===== src/rtl/crossing_pkg.sv =====
// Shared encodings for the crossing scheduler: FSM states and grant classes.
package crossing_pkg;

  typedef enum logic [1:0] {
    IDLE  = 2'd0,
    CROSS = 2'd1,
    GAP   = 2'd2
  } state_e;

  localparam logic PED = 1'b0;
  localparam logic CYC = 1'b1;

endpackage


===== src/rtl/req_sync_edge.sv =====
// Two-flop synchroniser for an asynchronous button plus a rising-edge detector.
module req_sync_edge (
  input  logic clk_i,
  input  logic rst_ni,
  input  logic req_i,
  output logic rise_o
);

  logic sync1_q;
  logic sync2_q;
  logic prev_q;

  always_ff @(posedge clk_i or negedge rst_ni) begin
    if (!rst_ni) begin
      sync1_q <= 1'b0;
      sync2_q <= 1'b0;
      prev_q  <= 1'b0;
    end else begin
      sync1_q <= req_i;
      sync2_q <= sync1_q;
      prev_q  <= sync2_q;
    end
  end

  // A held button yields a single pulse; it must drop before re-triggering.
  assign rise_o = sync2_q & ~prev_q;

endmodule


===== src/rtl/crossing_scheduler.sv =====
// Latches pedestrian/cyclist requests, arbitrates them round-robin and sequences
// each granted crossing through a fixed CROSS phase and a road-traffic GAP.
module crossing_scheduler
  import crossing_pkg::*;
#(
  parameter int CROSS_CYCLES = 10,
  parameter int MIN_GAP      = 16,
  parameter int CNT_W        = 6
) (
  input  logic clk_i,
  input  logic rst_ni,
  input  logic ped_req_i,
  input  logic cyc_req_i,
  output logic start_o,
  output logic ped_grant_o,
  output logic cyc_grant_o,
  output logic ped_wait_o,
  output logic cyc_wait_o,
  output logic busy_o
);

  localparam logic [CNT_W-1:0] CROSS_LOAD = CNT_W'(CROSS_CYCLES - 1);
  localparam logic [CNT_W-1:0] GAP_LOAD   = (MIN_GAP > 0) ? CNT_W'(MIN_GAP - 1) : '0;

  state_e           state_q;
  logic [CNT_W-1:0] cnt_q;
  logic             last_q;
  logic             ped_wait_q, cyc_wait_q;
  logic             start_q, ped_grant_q, cyc_grant_q, busy_q;

  logic ped_rise, cyc_rise;
  logic launch;
  logic pick_d;
  logic clr_ped, clr_cyc;

  req_sync_edge u_ped_sync (
    .clk_i  (clk_i),
    .rst_ni (rst_ni),
    .req_i  (ped_req_i),
    .rise_o (ped_rise)
  );

  req_sync_edge u_cyc_sync (
    .clk_i  (clk_i),
    .rst_ni (rst_ni),
    .req_i  (cyc_req_i),
    .rise_o (cyc_rise)
  );

  assign launch = (state_q == IDLE) && (ped_wait_q || cyc_wait_q);

  // On a tie the class that was not served last wins.
  always_comb begin
    pick_d = PED;
    if (cyc_wait_q && (!ped_wait_q || (last_q == PED))) begin
      pick_d = CYC;
    end
  end

  assign clr_ped = launch && (pick_d == PED);
  assign clr_cyc = launch && (pick_d == CYC);

  always_ff @(posedge clk_i or negedge rst_ni) begin
    if (!rst_ni) begin
      state_q     <= IDLE;
      cnt_q       <= '0;
      last_q      <= CYC;
      ped_wait_q  <= 1'b0;
      cyc_wait_q  <= 1'b0;
      start_q     <= 1'b0;
      ped_grant_q <= 1'b0;
      cyc_grant_q <= 1'b0;
      busy_q      <= 1'b0;
    end else begin
      // A fresh edge in the clearing cycle keeps the request pending.
      ped_wait_q <= ped_rise | (ped_wait_q & ~clr_ped);
      cyc_wait_q <= cyc_rise | (cyc_wait_q & ~clr_cyc);
      start_q    <= 1'b0;
      case (state_q)
        IDLE: begin
          if (launch) begin
            state_q     <= CROSS;
            cnt_q       <= CROSS_LOAD;
            start_q     <= 1'b1;
            last_q      <= pick_d;
            ped_grant_q <= (pick_d == PED);
            cyc_grant_q <= (pick_d == CYC);
            busy_q      <= 1'b1;
          end
        end
        CROSS: begin
          if (cnt_q == '0) begin
            ped_grant_q <= 1'b0;
            cyc_grant_q <= 1'b0;
            if (MIN_GAP > 0) begin
              state_q <= GAP;
              cnt_q   <= GAP_LOAD;
            end else begin
              state_q <= IDLE;
              busy_q  <= 1'b0;
            end
          end else begin
            cnt_q <= cnt_q - CNT_W'(1);
          end
        end
        GAP: begin
          if (cnt_q == '0) begin
            state_q <= IDLE;
            busy_q  <= 1'b0;
          end else begin
            cnt_q <= cnt_q - CNT_W'(1);
          end
        end
        default: begin
          state_q     <= IDLE;
          cnt_q       <= '0;
          ped_grant_q <= 1'b0;
          cyc_grant_q <= 1'b0;
          busy_q      <= 1'b0;
        end
      endcase
    end
  end

  assign start_o     = start_q;
  assign ped_grant_o = ped_grant_q;
  assign cyc_grant_o = cyc_grant_q;
  assign ped_wait_o  = ped_wait_q;
  assign cyc_wait_o  = cyc_wait_q;
  assign busy_o      = busy_q;

endmodule


===== config.mk =====
export PLATFORM = sky130hd
export DESIGN_NAME = crossing_scheduler
export DESIGN_NICKNAME = d
export VERILOG_FILES = /design/src/rtl/crossing_pkg.sv /design/src/rtl/req_sync_edge.sv /design/src/rtl/crossing_scheduler.sv
export SDC_FILE = /design/constraint.sdc
export NUM_CORES = 1
export LEC_CHECK = 0
export ABC_CLOCK_PERIOD_IN_PS = 4300
export CORE_MARGIN = 2
export CORE_UTILIZATION = 46
export CTS_CLUSTER_SIZE = 40
export DETAILED_ROUTE_END_ITERATION = 8
export DONT_BUFFER_PORTS = 1
export GPL_TIMING_DRIVEN = 0
export PLACE_DENSITY = 0.7
export SLEW_MARGIN = 10
export SYNTH_ARGS = -nofsm -noshare
export SYNTH_HDL_FRONTEND = slang
export SYNTH_SLANG_ARGS = --single-unit

===== constraint.sdc =====
create_clock -name clk_i -period 4.3 [get_ports clk_i]
set_clock_uncertainty 0.05 [all_clocks]
set_input_delay 0.645 -clock clk_i [delete_from_list [all_inputs] [get_ports clk_i]]
set_output_delay 0.645 -clock clk_i [all_outputs]
set_load 0.01 [all_outputs]

* Yosys cells after proc, flatten, opt, wreduce, memory -nomap -nowiden
Cells that the tools add are included.
Cells by class: reduce and logical (&&, ||, !) cells 14, bitwise logic cells 14, equality and inequality tests 6, $add $sub $neg 1, multiplexer cells 18
Operator list (count):
- two-way mux 6 bit | 3
- one-hot mux 6 bit (3 select lines) | 1
- one-hot mux 1 bit (3 select lines) | 3
- AND reduction 3 bit | 3
- inequality test 2 bit (second input constant) | 4
- inverter 1 bit | 8
- two-way mux 1 bit | 7
- zero test 6 bit | 1
- two-way mux 2 bit | 3
- one-hot mux 2 bit (3 select lines) | 1
- subtractor 6 x 1 -> 6 bit (second input constant) | 1
- AND 1 bit | 4
- logical AND 1 bit | 4
- AND reduction 2 bit | 2
- == test 2 x 1 -> 1 bit (second input constant) | 1
- == test 2 bit (second input constant) | 1
- zero test 2 bit | 1
- logical OR 1 bit | 2
- OR 1 bit | 2
- zero test 1 bit | 1
Storage, ports and cells: flip-flop bits (word level) 21, input bits 4

* Longest topological paths before layout
word-level depth 9, mapped depth 5, gate-level depth less buffers 5

* By module
A second synthesis with hierarchy kept.
Second synthesis, totals: cell total of the unflattened synthesis 90, area, all modules 972.2 um2
Modules (own cells, without submodules):
- crossing_scheduler | instances 1, cells each 82, seq. area each 376.6 um2, area each 794.5 um2
- req_sync_edge | instances 2, cells each 4, seq. area each 75.1 um2, area each 88.8 um2

* Worst setup path before layout
Ideal clock, no wire load.
kind flip-flop to flip-flop, start point reg cnt_q[0], end point reg busy_q (netlist: busy_o), cell stages (with the launch flop) 6, arrival 1276 ps, data required time 4124 ps, library setup time 126 ps, period minus slack after synthesis 1453 ps, setup slack 2847 ps, path through dfrtp_1 inv_1 ha_1 and2b_1 nand2_1 a311o_1
Between the ends: word-level cells in the longest chain between the ends 3
Ends and longest elaborated chain:
- from (decl) | RTL line crossing_scheduler.sv:26 | logic [CNT_W-1:0] cnt_q;
- from (signal assigned) | RTL line crossing_scheduler.sv:103 | cnt_q <= cnt_q - CNT_W'(1);
- from (signal assigned) | RTL line crossing_scheduler.sv:111 | cnt_q <= cnt_q - CNT_W'(1);
- zero test 6 bit | RTL line crossing_scheduler.sv:92, crossing_scheduler.sv:107
- inequality test 2 bit (no source line)
- AND reduction 3 bit (no source line)
- to (signal assigned) | RTL line crossing_scheduler.sv:88 | busy_q <= 1'b1;
- to (signal assigned) | RTL line crossing_scheduler.sv:100 | busy_q <= 1'b0;
- to (signal assigned) | RTL line crossing_scheduler.sv:109 | busy_q <= 1'b0;
- to (decl) | RTL line crossing_scheduler.sv:29 | logic start_q, ped_grant_q, cyc_grant_q, busy_q;
Every way passes these cells. A chain may end at the register's enable or synchronous reset.

* Worst setup path in the final report
Ends and elaborated chain as after synthesis.

==> flow_summary.ini <==
[detailed_routing]
drc = 0
routed_via_density = 5.95
dr.pass1.iters = 4
via_count = 792
drtIter0Drc = 8
wl_per_cell_microns = 15.9
wirelength_microns = 2110
ant_nets = 0

[worst_setup_path]
crit_arrival_ns = 1.82
crit_chain = inv_1, ha_1, and2b_1, nand2_1, a311o_1
critPathRequiredTime_ns = 4.45
path_class = reg2reg
crit_buf_inv = 1
slowest_delay_ns = 0.43
crit_path_top_delay_cell = dfrtp_1
crit_family = flip-flops
cp-end-kind = register
crit_fanout = 7
crit_path_start_kind = register

[cells_and_area]
largest_reg_flops = 6
nets = 111
largestRegisters = cnt_q x6, state_q x2
seq_area_sq_um = 527
final_common_cell = dfrtp_1
multi_input_area_sq_um = 493
diodes = 0
final_layout_size_suffix_gt1_share_pct = 14.3
mostFrequentLayoutCells = 20 x dfrtp_1, 8 x inv_1, 7 x o21ai_0
top_register = cnt_q
area_delta_synth_final_pct = 7.07
stdcell_count = 133
n_fill_cell = 197

[placement]
dpl.hpwl_microns = 1500
dp_cells = 128
io_buffers = 0
globalplace.congestion = 0.788

[logic_synthesis]
ys_ff_latch = 21
syn_nets = 105
syn_inst = 100
syn-mean-instance-area_sq_um = 10.6
syn_area_sq_um = 1060
yosysWarningCount = 0
synth_edf_count = 0
seq_area_frac_synth_pct = 49.6
async_flop_share_pct = 100
ys.flop_type = dfrtp_1
synth_cell_types = 41

[run]
cap_violations = 0

[die]
io_pins = 10
die_height_microns = 52.1
initial_core_util_pct = 48.5
die_x_microns = 52.1
core-area_sq_um = 2190
die_area_sq_um = 2710
num_rows = 17

[global_routing]
grt_max_degree = 21
antenna_found_initial = 0
grt_pass1_wl_microns = 3560
grt_pass1_vias = 810
grt_overflow = 0
track_usage_pct = 18.2

[clock_tree]
clock_latency_ns = 0.30
postCtsSetupRepairBufs = 0
cts_tree = done
cts_sinks = 21
cts_hold_buffers = 1
cts_resized = 0
cts_buffers = 3
htreeDepth = 1
clkSlewWorstSetupHoldPaths_ns = 0.12
ctsRootBufferMaster = clkbuf_4
clockBufferDepth = 2

[pwr]
p_leak_nw = 0.482
ir_worst_vdd_uv = 329
p_per_area_nw_per_um2 = 737
fin_total_pwr_mw = 0.838

[timing]
setup_violations = 0
slew_headroom_pct = 41.3
rsz0062_at_grt = false
fin_crit_ns = 1.67
fmax_ghz = 0.600
worst_pin_slew_ns = 0.878
fin_crit_sh_pct = 38.8
hold_viol = 0
drv_slew = 0
setup_tns_ns = 0

[min_path]
hp-class = in2async

[status]
status = completed
-- report_power, final --
part	switching (mW)	internal (mW)
Combinational	0.206	0.176
Sequential	0.0958	0.266
Clock	0.0605	0.0355
-- path summary, 6_finish.rpt --
path	start	end	slack, ns	cells past startpoint
min in group clk_i	ped_req_i	u_ped_sync.sync1_q	0.30	0
setup / recovery	cnt_q[0]	busy_o	2.63	5
hold / removal	rst_ni	last_q	0.11	0
hold reg to reg	u_cyc_sync.sync1_q	u_cyc_sync.sync2_q	0.32	0
max in group asynchronous	rst_ni	cyc_wait_o	2.83	1
setup reg to reg	cnt_q[0]	busy_o	2.63	5
-- cells in the mapped netlist, drive strengths merged, types with 2 or more instances --
cell,n,area share (%)
o21ai,7,3.3
nor2,4,1.4
nor2b,4,2.4
nand2,6,2.1
nor3b,2,1.4
a31oi,2,1.2
mux2i,3,2.8
nor4,3,2.4
buf,2,1.2
inv,8,2.8
o22ai,2,1.2
nand2b,5,2.9
dfrtp,20,47
a21oi,6,2.8
or3,2,2.1
nor3,2,2.0
-- area by class of cell --
cell class	count	area share, %
clock buffers	3	1.98
flip-flops and latches	21	46.3
clock inverters	1	0.660
repair buffers	1	0.880
inverters	8	2.64
multi-input cells	69	43.3
plain buffers	2	1.10
well taps	28	3.08
-- cells by family after synthesis --
family,count (synthesis),share of synthesized area [%]
simple gates,33,19.9
fa+ha+maj,1,1.18
buf+inv,10,4.00
compound gates,31,21.7
xor+xnor,1,0.825
mux,3,2.83
flops,21,49.6
-- per-stage QoR --
step | hold WS (ns) | cell area (sq um) | utilization, % | worst slack [ns]
detailed placement | 0.293 | 1100 | 50.1 | 2.65
CTS | 0.0977 | 1140 | 51.9 | 2.62
finish | 0.113 | 1140 | 51.9 | 2.63
global placement | 0.297 | 1100 | 50.1 | 2.70
global route | 0.0721 | 1140 | 51.9 | 2.49
floorplan | 0.281 | 1060 | - | 2.85
-- per-layer routing --
layer	vias up	routed length [microns]	GRT usage [%]
met2	17	1070	28.9
met1	397	906	22.5
met5	-	0	0
met3	4	84	6.61
met4	0	47	7.02
li1	374	-	-
No activity file was read; power rests on OpenSTA's default activity.
